--- config.mk ---
export PLATFORM = sky130hd
export DESIGN_NAME = forward_ysyx_23060136
export DESIGN_NICKNAME = d
export VERILOG_FILES = /design/src/rtl/forward_ysyx_23060136_pkg.sv /design/src/rtl/forward_match_ysyx_23060136.sv /design/src/rtl/forward_ysyx_23060136.sv
export SDC_FILE = /design/constraint.sdc
export NUM_CORES = 1
export LEC_CHECK = 0
export BUFFER_PORTS_ARGS = -buffer_cell sky130_fd_sc_hd__buf_2
export CAP_MARGIN = 20
export CORE_MARGIN = 2
export CORE_UTILIZATION = 30
export CTS_CLUSTER_SIZE = 10
export DETAILED_ROUTE_END_ITERATION = 12
export GPL_TIMING_DRIVEN = 0
export SETUP_SLACK_MARGIN = 0.3
export SKIP_LAST_GASP = 1
export SLEW_MARGIN = 40
export SYNTH_ARGS = -nofsm -noshare
export SYNTH_HDL_FRONTEND = slang
export SYNTH_SLANG_ARGS = --single-unit
--- constraint.sdc ---
create_clock -name clk -period 5.05 [get_ports clk]
set_input_delay 0.2525 -clock clk [delete_from_list [all_inputs] [get_ports clk]]
set_output_delay 0.2525 -clock clk [all_outputs]
set_load 0.05 [all_outputs]
--- src/rtl/forward_ysyx_23060136_pkg.sv ---
// Shared types for the EXU operand-forwarding block.
//   forward_state_t : load-use FSM states.
//   forward_src_t   : per-operand source of the forwarded value.
//   XLEN            : datapath width.
package forward_ysyx_23060136_pkg;

    localparam int XLEN = 32;

    typedef enum logic {
        IDLE      = 1'b0,
        LOAD_WAIT = 1'b1
    } forward_state_t;

    typedef enum logic [1:0] {
        SRC_NONE = 2'd0,
        SRC_MEM  = 2'd1,
        SRC_WB   = 2'd2,
        SRC_CAP  = 2'd3
    } forward_src_t;

endpackage

--- src/rtl/forward_match_ysyx_23060136.sv ---
// One-operand forwarding unit.
// Compares an EXU source address against the MEM and WB writers, picks the
// youngest match (MEM, WB, capture register), and keeps a capture register
// so a WB result retiring while EXU is stalled is still forwarded later.
// Ports:
//   clk, rst                         : clock, synchronous active-high reset
//   exu_valid/fire/flush             : EXU handshake
//   rs, used                         : operand address and read enable
//   mem_* / wb_*                     : writer status, address and data
//   fwd_data, fwd_hazard             : forwarded value and its select
//   load_pending                     : MEM load matches but data not back yet
module forward_match_ysyx_23060136
    import forward_ysyx_23060136_pkg::*;
#(
    parameter int AW        = 5,
    parameter bit ZERO_EXCL = 1'b1
) (
    input  logic            clk,
    input  logic            rst,
    input  logic            exu_valid,
    input  logic            exu_fire,
    input  logic            exu_flush,
    input  logic [AW-1:0]   rs,
    input  logic            used,
    input  logic            mem_valid,
    input  logic            mem_wen,
    input  logic            mem_is_load,
    input  logic [AW-1:0]   mem_rd,
    input  logic [XLEN-1:0] mem_data,
    input  logic [XLEN-1:0] mem_load_data,
    input  logic            mem_load_done,
    input  logic            wb_valid,
    input  logic            wb_wen,
    input  logic [AW-1:0]   wb_rd,
    input  logic [XLEN-1:0] wb_data,
    output logic [XLEN-1:0] fwd_data,
    output logic            fwd_hazard,
    output logic            load_pending
);

    logic            addr_ok;
    logic            mem_hit;
    logic            wb_hit;
    forward_src_t    src;
    logic            cap_valid_q, cap_valid_d;
    logic [XLEN-1:0] cap_data_q,  cap_data_d;

    // x0 is hardwired to zero, so a write to it never forwards.
    assign addr_ok = ZERO_EXCL ? (rs != '0) : 1'b1;
    assign mem_hit = used & addr_ok & mem_valid & mem_wen & (mem_rd == rs);
    assign wb_hit  = used & addr_ok & wb_valid  & wb_wen  & (wb_rd  == rs);

    always_comb begin
        src = SRC_NONE;
        if (mem_hit)          src = SRC_MEM;
        else if (wb_hit)      src = SRC_WB;
        else if (cap_valid_q) src = SRC_CAP;
    end

    always_comb begin
        fwd_data     = '0;
        fwd_hazard   = 1'b0;
        load_pending = 1'b0;
        if (!rst) begin
            unique case (src)
                SRC_MEM: begin
                    if (mem_is_load) begin
                        // An outstanding load blocks older sources: forwarding
                        // WB or capture data here would hand EXU a stale value.
                        if (mem_load_done) begin
                            fwd_data   = mem_load_data;
                            fwd_hazard = 1'b1;
                        end else begin
                            load_pending = 1'b1;
                        end
                    end else begin
                        fwd_data   = mem_data;
                        fwd_hazard = 1'b1;
                    end
                end
                SRC_WB: begin
                    fwd_data   = wb_data;
                    fwd_hazard = 1'b1;
                end
                SRC_CAP: begin
                    fwd_data   = cap_data_q;
                    fwd_hazard = 1'b1;
                end
                default: ;
            endcase
        end
    end

    always_comb begin
        cap_valid_d = cap_valid_q;
        cap_data_d  = cap_data_q;
        if (exu_fire || exu_flush) begin
            cap_valid_d = 1'b0;
        end else if (exu_valid && wb_hit) begin
            cap_valid_d = 1'b1;
            cap_data_d  = wb_data;
        end
    end

    always_ff @(posedge clk) begin
        if (rst) begin
            cap_valid_q <= 1'b0;
            cap_data_q  <= '0;
        end else begin
            cap_valid_q <= cap_valid_d;
            cap_data_q  <= cap_data_d;
        end
    end

endmodule

--- src/rtl/forward_ysyx_23060136.sv ---
// EXU operand-forwarding producer.
// Drives forwarded data/hazard pairs for rs1, rs2 and the CSR source, stalls
// EXU while a MEM load feeding a GPR operand is outstanding, and keeps a
// saturating count of stall cycles.
// Ports:
//   clk, rst                       : clock, synchronous active-high reset
//   EXU_*                          : EXU handshake, source addresses, use bits
//   MEM_*                          : MEM writer status/addresses/data, load return
//   WB_*                           : WB writer status/addresses/data
//   FORWARD_*_data_EXU / _hazard   : forwarded operands and selects
//   FORWARD_stall_EXU              : EXU must not fire this cycle
//   FORWARD_stall_cnt              : saturating stall-cycle counter
module forward_ysyx_23060136
    import forward_ysyx_23060136_pkg::*;
#(
    parameter int GPR_AW = 5,
    parameter int CSR_AW = 12
) (
    input  logic              clk,
    input  logic              rst,
    input  logic              EXU_valid,
    input  logic              EXU_fire,
    input  logic              EXU_flush,
    input  logic [GPR_AW-1:0] EXU_rs1,
    input  logic [GPR_AW-1:0] EXU_rs2,
    input  logic [CSR_AW-1:0] EXU_csr_rs,
    input  logic              EXU_rs1_used,
    input  logic              EXU_rs2_used,
    input  logic              EXU_csr_used,
    input  logic              MEM_valid,
    input  logic              MEM_write_gpr,
    input  logic              MEM_write_csr,
    input  logic              MEM_is_load,
    input  logic [GPR_AW-1:0] MEM_rd,
    input  logic [CSR_AW-1:0] MEM_csr_rd,
    input  logic [31:0]       MEM_rd_data,
    input  logic [31:0]       MEM_csr_rd_data,
    input  logic [31:0]       MEM_load_data,
    input  logic              MEM_load_done,
    input  logic              WB_valid,
    input  logic              WB_write_gpr,
    input  logic              WB_write_csr,
    input  logic [GPR_AW-1:0] WB_rd,
    input  logic [CSR_AW-1:0] WB_csr_rd,
    input  logic [31:0]       WB_rd_data,
    input  logic [31:0]       WB_csr_rd_data,
    output logic [31:0]       FORWARD_rs1_data_EXU,
    output logic [31:0]       FORWARD_rs2_data_EXU,
    output logic [31:0]       FORWARD_csr_rs_data_EXU,
    output logic              FORWARD_rs1_hazard_EXU,
    output logic              FORWARD_rs2_hazard_EXU,
    output logic              FORWARD_csr_rs_hazard_EXU,
    output logic              FORWARD_stall_EXU,
    output logic [31:0]       FORWARD_stall_cnt
);

    logic           rs1_pend, rs2_pend, csr_pend;
    logic           load_use;
    logic           stall;
    forward_state_t state_q, state_d;
    logic [31:0]    stall_cnt_q, stall_cnt_d;

    forward_match_ysyx_23060136 #(.AW(GPR_AW), .ZERO_EXCL(1'b1)) u_rs1 (
        .clk(clk), .rst(rst),
        .exu_valid(EXU_valid), .exu_fire(EXU_fire), .exu_flush(EXU_flush),
        .rs(EXU_rs1), .used(EXU_rs1_used),
        .mem_valid(MEM_valid), .mem_wen(MEM_write_gpr), .mem_is_load(MEM_is_load),
        .mem_rd(MEM_rd), .mem_data(MEM_rd_data),
        .mem_load_data(MEM_load_data), .mem_load_done(MEM_load_done),
        .wb_valid(WB_valid), .wb_wen(WB_write_gpr), .wb_rd(WB_rd), .wb_data(WB_rd_data),
        .fwd_data(FORWARD_rs1_data_EXU), .fwd_hazard(FORWARD_rs1_hazard_EXU),
        .load_pending(rs1_pend)
    );

    forward_match_ysyx_23060136 #(.AW(GPR_AW), .ZERO_EXCL(1'b1)) u_rs2 (
        .clk(clk), .rst(rst),
        .exu_valid(EXU_valid), .exu_fire(EXU_fire), .exu_flush(EXU_flush),
        .rs(EXU_rs2), .used(EXU_rs2_used),
        .mem_valid(MEM_valid), .mem_wen(MEM_write_gpr), .mem_is_load(MEM_is_load),
        .mem_rd(MEM_rd), .mem_data(MEM_rd_data),
        .mem_load_data(MEM_load_data), .mem_load_done(MEM_load_done),
        .wb_valid(WB_valid), .wb_wen(WB_write_gpr), .wb_rd(WB_rd), .wb_data(WB_rd_data),
        .fwd_data(FORWARD_rs2_data_EXU), .fwd_hazard(FORWARD_rs2_hazard_EXU),
        .load_pending(rs2_pend)
    );

    // CSR writes never come from a load, so this instance sees is_load tied
    // low and its load_pending output is structurally zero.
    forward_match_ysyx_23060136 #(.AW(CSR_AW), .ZERO_EXCL(1'b0)) u_csr (
        .clk(clk), .rst(rst),
        .exu_valid(EXU_valid), .exu_fire(EXU_fire), .exu_flush(EXU_flush),
        .rs(EXU_csr_rs), .used(EXU_csr_used),
        .mem_valid(MEM_valid), .mem_wen(MEM_write_csr), .mem_is_load(1'b0),
        .mem_rd(MEM_csr_rd), .mem_data(MEM_csr_rd_data),
        .mem_load_data(MEM_load_data), .mem_load_done(MEM_load_done),
        .wb_valid(WB_valid), .wb_wen(WB_write_csr), .wb_rd(WB_csr_rd), .wb_data(WB_csr_rd_data),
        .fwd_data(FORWARD_csr_rs_data_EXU), .fwd_hazard(FORWARD_csr_rs_hazard_EXU),
        .load_pending(csr_pend)
    );

    assign load_use = rs1_pend | rs2_pend | csr_pend;

    always_comb begin
        state_d = state_q;
        stall   = 1'b0;
        unique case (state_q)
            IDLE: begin
                if (load_use) begin
                    state_d = LOAD_WAIT;
                    stall   = 1'b1;
                end
            end
            LOAD_WAIT: begin
                // Load data returning this cycle is forwarded directly by the
                // match units, so the stall drops in the same cycle.
                if (EXU_flush || MEM_load_done) state_d = IDLE;
                else                            stall   = 1'b1;
            end
            default: state_d = IDLE;
        endcase
        if (rst) stall = 1'b0;
    end

    always_comb begin
        stall_cnt_d = stall_cnt_q;
        if (stall && (stall_cnt_q != 32'hFFFF_FFFF)) stall_cnt_d = stall_cnt_q + 32'd1;
    end

    always_ff @(posedge clk) begin
        if (rst) begin
            state_q     <= IDLE;
            stall_cnt_q <= '0;
        end else begin
            state_q     <= state_d;
            stall_cnt_q <= stall_cnt_d;
        end
    end

    assign FORWARD_stall_EXU = stall;
    assign FORWARD_stall_cnt = stall_cnt_q;

endmodule
==> impl_results.md, run 1 <==
- Status: completed
- CP Launch Point: EXU_csr_rs[2]
- Fmax: 282 MHz
- Worst-path clk slew: 70 ps
- Final net count: approximately 1900
- Area contributors post-synth: dfxtp_1, nor2_1, nand2_1
- Hold Buf Count CTS: 0
- Drt first pass iters: 5
- Chip Width: ~170 microns
- Endpoints failing setup: 0
- DIE HEIGHT: between 150 and 200 microns
- First DRT Iteration DRCs: between 700 and 800
- Synth top area share: 30.9%
- Commonest cells post-synth: nor2_1, nand2_1, nand3_1
- Crit Reg-Reg Endpoint: FORWARD_stall_cnt[1]
- Crit start category: primary input
- Vias in the first global route: around 10000
- CTS tree: yes
- Ant. Diodes: 0
- Post-Synthesis Cells: between 1000 and 1500
- Final hold violations: 0
- Post-Synthesis Net Count: ~1500
- Pwr/cell area: between 200 and 250 mW/mm^2
- Critical Path Fanout Max: 10
- Yosys top cell by area: dfxtp_1
- Post-synthesis register bit count: about 130
- WP data required: between 4000 and 5000 ps
- Worst reg2reg path depth: 9
- Post-synth EDFFs: 0
- Reg2reg setup slack: between 2000 and 2500 ps
- Post-CTS Setup Repair Bufs: 0
- Worst Hold Path EP: u_csr.cap_data_q[19]
- Clock root buffer: clkbuf_16
- Hold path startpoint: WB_csr_rd_data[19]
- Total gr overflow: 0
- CTS sink cnt: around 130
- P&R area growth vs syn: 34.5%
- Max VDD drop: around 0.16 mV
- Actual slew at the worst max-slew pin: approximately 750 ps
- Period utilization: 70.1%
- Tmin final: between 3000 and 4000 ps
- Vias per inst: about 5
- Routed WL: 36200 microns
- RD Place Congestion: 0.940
- GRT Overall Usage: about a quarter
- Detailed-route via count: around 10000
- Most common cell in the synthesized netlist: nor2_1
- H-tree depth: 4
- Post-route DRC: 0
- Reg-to-Reg Start: FORWARD_stall_cnt[0]
- Final ANT Viol Nets: 0
- Unrepaired setup endpoints after global routing: no
- Layout cells sized above 1: roughly 25%
- Post-cts resize count: 0
- Ys flop type: dfxtp_1
- Synthesized area: approximately 0.0086 sq mm
- Post-synthesis sequential area ratio: around 31%
- Setup_tns: 0 ps
- Worst Hold Depth: 3
- Row count: between 60 and 70
- Share of flip-flops with an asynchronous set or reset: 0%
- Wire length per cell: about 18 microns
- Largest net degree at the start of global routing: 17
- Netlist cell types: between 40 and 50
- Critical path type: primary input to output port
- Initial antenna violation count: 1
- Max transition margin: between 50% and 60%
- Tot Pwr: roughly 2.6 mW
- Core area: approximately 0.028 sq mm
- Clock Skew: roughly 6.3 ps
- Clk_lat worst skew: between 400 and 500 ps
- Worst hold path class: primary input to flip-flop
- DIE AREA: around 0.03 sq mm
- IO Count: ~360
- Starting Density: between 30 and 40%
- FILL cells: between 3000 and 4000
- Dpl hpwl: between 20000 and 30000 microns
- Total CTS buffers: 17
- Slew Viols, Final: 0
- First-pass GRT wire length: roughly 56000 microns
- Max clock buf depth: 2
- Port bufs: 363
- Leakage: 4.84 nW
- CP endpoint kind: output port
- Arrival time worst endpoint: between 3000 and 4000 ps
- Total of max-cap violations: 0
- Post-Syn Area per Cell: roughly 6.6 sq um
- Yosys warnings: 0
-- sequential cells by signal (all words and copies together), names as in the netlist --
name / flops
u_csr.cap_data_q: 32
u_rs2.cap_data_q: 32
u_rs1.cap_data_q: 32
u_csr.cap_valid_q: 1
u_rs1.cap_valid_q: 1
FORWARD_stall_cnt: 32
state_q: 1
u_rs2.cap_valid_q: 1
-- worst max-delay path by stage --
| stage | end | slack (ps) | depth (start not counted) |
|---|---|---|---|
| detailed placement | FORWARD_csr_rs_data_EXU[24] | 1520 | 10 |
| global route | FORWARD_csr_rs_data_EXU[31] | 1290 | 10 |
| floorplan | FORWARD_csr_rs_data_EXU[0] | 1820 | 8 |
| CTS | FORWARD_csr_rs_data_EXU[24] | 1500 | 10 |
| finish | FORWARD_csr_rs_data_EXU[31] | 1510 | 10 |
| global placement | FORWARD_rs2_data_EXU[1] | 1490 | 9 |
-- worst max-delay path, cell delays in order --
cell	delay [ps]
buf_2	120
xor2_1	160
nor4_1	380
nand4_1	130
nor3_1	570
clkbuf_1	400
clkbuf_1	450
a21oi_1	180
a211oi_1	320
buf_2	330
-- metal layers --
layer / share of wire, % / up-vias / track usage (%)
met5: 0.036 / - / 0
met2: 51 / 408 / 43.1
met3: 6.3 / 36 / 4.88
met4: 1.4 / 2 / 5.16
li1: - / 5150 / -
met1: 42 / 4825 / 28.0
-- cell usage in the layout (no fill, tap or decap), types with 3 or more instances in the layout --
cell type,instances
and3_1,5
dfxtp_1,132
clkbuf_1,91
inv_6,3
bufinv_16,4
nand2b_1,3
or4_1,14
o31ai_1,7
buf_1,6
clkinv_4,5
a21oi_1,90
inv_1,38
nand2_1,206
a211oi_1,32
mux2i_1,65
nand4_1,18
nor2_1,216
xnor2_1,39
o21ai_0,111
xor2_1,11
clkbuf_16,17
nor3_1,3
or3_1,16
buf_2,370
and4_1,4
o21ai_1,3
nand3_1,142
-- final cells by class --
class | instances | area (sq um) | share of cell area [%]
multi-input combinational | 1014 | 5400 | 46.9
sequential | 132 | 2640 | 23.0
timing repair buffer | 364 | 1820 | 15.8
tap | 378 | 473 | 4.11
clock buffer | 18 | 429 | 3.73
buffer | 103 | 402 | 3.49
clock inverter | 14 | 203 | 1.76
inverter | 38 | 143 | 1.24
-- through the flow --
| step | cells | cell area (sq um) | utilization (%) | hold slack (ps) | setup WS [ps] |
|---|---|---|---|---|---|
| final | 2061 | 11500 | 41.2 | 72.0 | 1510 |
| after global placement | 2028 | 10800 | 38.8 | 442 | 1490 |
| after floorplan | 1287 | 8550 | - | 388 | 1820 |
| after global routing | 2061 | 11500 | 41.2 | 55.7 | 1290 |
| after CTS | 2061 | 11500 | 41.2 | 52.6 | 1500 |
| after detailed placement | 2029 | 10900 | 38.9 | 447 | 1520 |
-- kinds of logic (layout without fill, tap and decap cells) --
family	count (synthesis)	after routing	share of synthesized area, %
AND/OR/NAND/NOR	642	642	33.0
AO/OA/AOI/OAI	256	256	16.9
flip-flops	132	132	30.9
XOR/XNOR	50	50	5.12
buffers and inverters	141	537	6.36
multiplexers	65	65	7.61
adder cells (fa/ha/maj)	1	1	0.146
-- power breakdown --
group | switching (mW) | total, mW | internal (mW)
combinational | 0.141 | 0.246 | 0.106
sequential | 0.000164 | 1.04 | 1.04
clock | 0.503 | 1.34 | 0.834
Power figures use the tool's default switching activity.
==> run 2: changes to the inputs <==
--- a/config.mk
+++ b/config.mk
@@ -5,6 +5,7 @@
 export SDC_FILE = /design/constraint.sdc
 export NUM_CORES = 1
 export LEC_CHECK = 0
+export ABC_AREA = 1
 export BUFFER_PORTS_ARGS = -buffer_cell sky130_fd_sc_hd__buf_2
 export CAP_MARGIN = 20
 export CORE_MARGIN = 2
==> constraint.sdc (replaced) <==
create_clock -name clk -period 3.5 [get_ports clk]
set_input_delay 0.175 -clock clk [delete_from_list [all_inputs] [get_ports clk]]
set_output_delay 0.175 -clock clk [all_outputs]
set_load 0.05 [all_outputs]
==> impl_results.md, run 2 <==
- Synth top area share: between 20% and 30%
- Max transition margin: 47.1%
- Post-synthesis register bit count: 132
- CP endpoint kind: output port
- Hold slack: between 15 and 20 ps
- Yosys top cell by area: dfxtp_1
- Crit-path leading delay family: simple AND/OR/NAND/NOR gates
- DIE HEIGHT: approximately 180 microns
- Leakage: approximately 5.6 nW
- Total gr overflow: 0
- Setup_tns: 0 ps
- FILL cells: 3484
- First-pass GRT wire length: between 60000 and 70000 microns
- Max clock buf depth: 2
- Total CTS buffers: 17
- Final WS setup: about 850 ps
- Adder-cell share of the synthesized area: less than 1%
- Crit start category: primary input
- Arrival time worst endpoint: around 2500 ps
- Core area: between 0.03 and 0.04 sq mm
- DIE AREA: approximately 0.033 sq mm
- Post-synth EDFFs: 0
- Xor/xnor share of the synthesized area: 3.93%
- Final net count: roughly 2300
- Post-Syn Area per Cell: roughly 5.8 sq um
- Actual slew at the worst max-slew pin: 788 ps
- Critical path's slowest cell: clkbuf_1
- Row count: 65
- Worst-path clk slew: approximately 60 ps
- Vias in the first global route: approximately 12000
- Drt first pass iters: 5
- Clock Skew: 4.31 ps
- CTS tree: yes
- Worst path most repeated cell: nor2_1
- Tmin final: between 2000 and 3000 ps
- Detailed-route via count: between 10000 and 15000
- Starting Density: a little under a third
- Leading cell type in the layout, fill and taps excluded: nand2_1
- Wire length per cell: between 15 and 20 microns
- Largest family of logic cells by synthesized area: simple AND/OR/NAND/NOR gates
- Fmax: ~380 MHz
- Ys flop type: dfxtp_1
- Total of max-cap violations: 0
- Clock root buffer: clkbuf_16
- Placed cell count: 2417
- Routed WL: 41500 microns
- Share of flip-flops with an asynchronous set or reset: 0%
- Period utilization: between 70% and 80%
- Clk_lat worst skew: 430 ps
- Netlist cell types: 34
- P&R area growth vs syn: 32.3%
- Post-synthesis sequential area ratio: 27.6%
- H-tree depth: 4
- Max VDD drop: roughly 0.32 mV
- CP Cell Sequence: buf_2, nor2_1, nand3_1, nand2_1, inv_2, nand3_2, nand2_1, nor2_1, clkbuf_1, a21oi_1, nor2_1, buf_2
- Post-route DRC: 0
- Vias per inst: a little over 5
- Max stage delay on crit path: ~490 ps
- Endpoints failing setup: 0
- Tot Pwr: between 3 and 4 mW
- Critical path type: primary input to output port
- Synthesized area: 0.00957 sq mm
- Commonest cells after routing, fill and taps aside: nand2_1, buf_2, nor2_1
- Yosys warnings: 0
- Unrepaired setup endpoints after global routing: no
- Slew Viols, Final: 0
- Simple-gate portion of the synthesized area: 45.2%
- Initial antenna violation count: 7
- Fin util: about two fifths
- Post-CTS Setup Repair Bufs: 0
- Area occupied by registers: between 0.002 and 0.003 sq mm
- Port bufs: 360
- Complex-gate fraction of the synthesized area: 12.8%
- Layout cells sized above 1: a little over a fifth
- Commonest cells post-synth: nand2_1, nor2_1, nand3_1
- Worst hold path class: primary input to flip-flop
- Dpl hpwl: 32400 microns
- CTS sink cnt: approximately 130
- Fin area: between 0.01 and 0.015 sq mm
- Final hold violations: 0
- Most common cell in the synthesized netlist: nand2_1
- Multiplexer share of the synthesized area: 0%
- Final ANT Viol Nets: 0
- WP data required: around 3300 ps
- RD Place Congestion: between 0.9 and 1
- Area of the multi-input gates: between 0.005 and 0.006 sq mm
- Post-Synthesis Net Count: ~1900
- Largest net degree at the start of global routing: 17
- IO Count: around 360
- Bufs and invs on worst path: 4
- Critical Path Fanout Max: 10
- Place WS: ~870 ps
- Final Non-Filler Cells: 2471
- Pwr/cell area: roughly 300 mW/mm^2
- Chip Width: about 180 microns
- Status: completed
- GRT Overall Usage: ~24%
- Post-Synthesis Cells: roughly 1700
- Placed Area: 0.0119 sq mm
- First DRT Iteration DRCs: roughly 900
- Area contributors post-synth: dfxtp_1, nand2_1, nand3_1
## run 2: cell count changes after synthesis, sizes merged, moves of 65 or more
cell / before / now
nand2: 206 / 473
inv: 38 / 132
o21ai: 115 / 37
mux2i: 65 / 0
a21oi: 90 / 164
nand4: 18 / 101
## run 2: per-layer routing
| metal | GRT usage [%] | wire length (microns) |
|---|---|---|
| met5 | 0 | 41 |
| met4 | 9.29 | 1190 |
| met3 | 4.23 | 3000 |
| met2 | 39.0 | 19000 |
| met1 | 31.8 | 18300 |
## run 2: worst min-delay path: cells and delay by family
family / cells / cell delay [ps]
simple gates: 1 / 60
compound gates: 1 / 50
buf+inv: 1 / 110
## run 2: area by class of cell
cell class / instances / share of cell area [%]
Multi-Input combinational cell: 1272 / 46.9
Sequential cell: 132 / 20.9
Timing Repair Buffer: 378 / 15.6
Tap cell: 402 / 3.97
Inverter: 133 / 3.94
Buffer: 118 / 3.93
Clock buffer: 20 / 3.53
Clock inverter: 12 / 1.15
Antenna cell: 4 / 0.0790
## run 2: final timing paths
path | endpoint | slack [ps] | startpoint | cells past startpoint
max reg2reg | FORWARD_stall_cnt[26] | 1060 | FORWARD_stall_cnt[0] | 10
min | u_csr.cap_data_q[14] | 20 | WB_csr_rd_data[14] | 3
min reg2reg | u_rs2.cap_data_q[2] | 450 | u_rs2.cap_data_q[2] | 2
max | FORWARD_rs2_data_EXU[15] | 850 | EXU_rs2[1] | 12
## run 2: power breakdown
group	switching (mW)	internal [mW]	total [mW]
Combinational	0.291	0.176	0.466
Sequential	0.000392	1.50	1.50
Clock	0.776	1.09	1.86
## run 2: kinds of logic (layout without fill, tap and decap cells)
kind of cell | after synthesis | after routing
and+or+nand+nor | 993 | 993
buffers and inverters | 251 | 661
AOI/OAI and AO/OA | 235 | 235
DFF | 132 | 132
xor gates and xnor gates | 43 | 43
adders and majority gates | 1 | 1
other | 0 | 4
## run 2: what timing repair did
| item | CTS | global route |
|---|---|---|
| gates resized for setup | 0 | 0 |
| endpoints found under the setup margin | 0 | 0 |
| hold buffers | 18 | 0 |
| hold endpoints to repair | 18 | 0 |
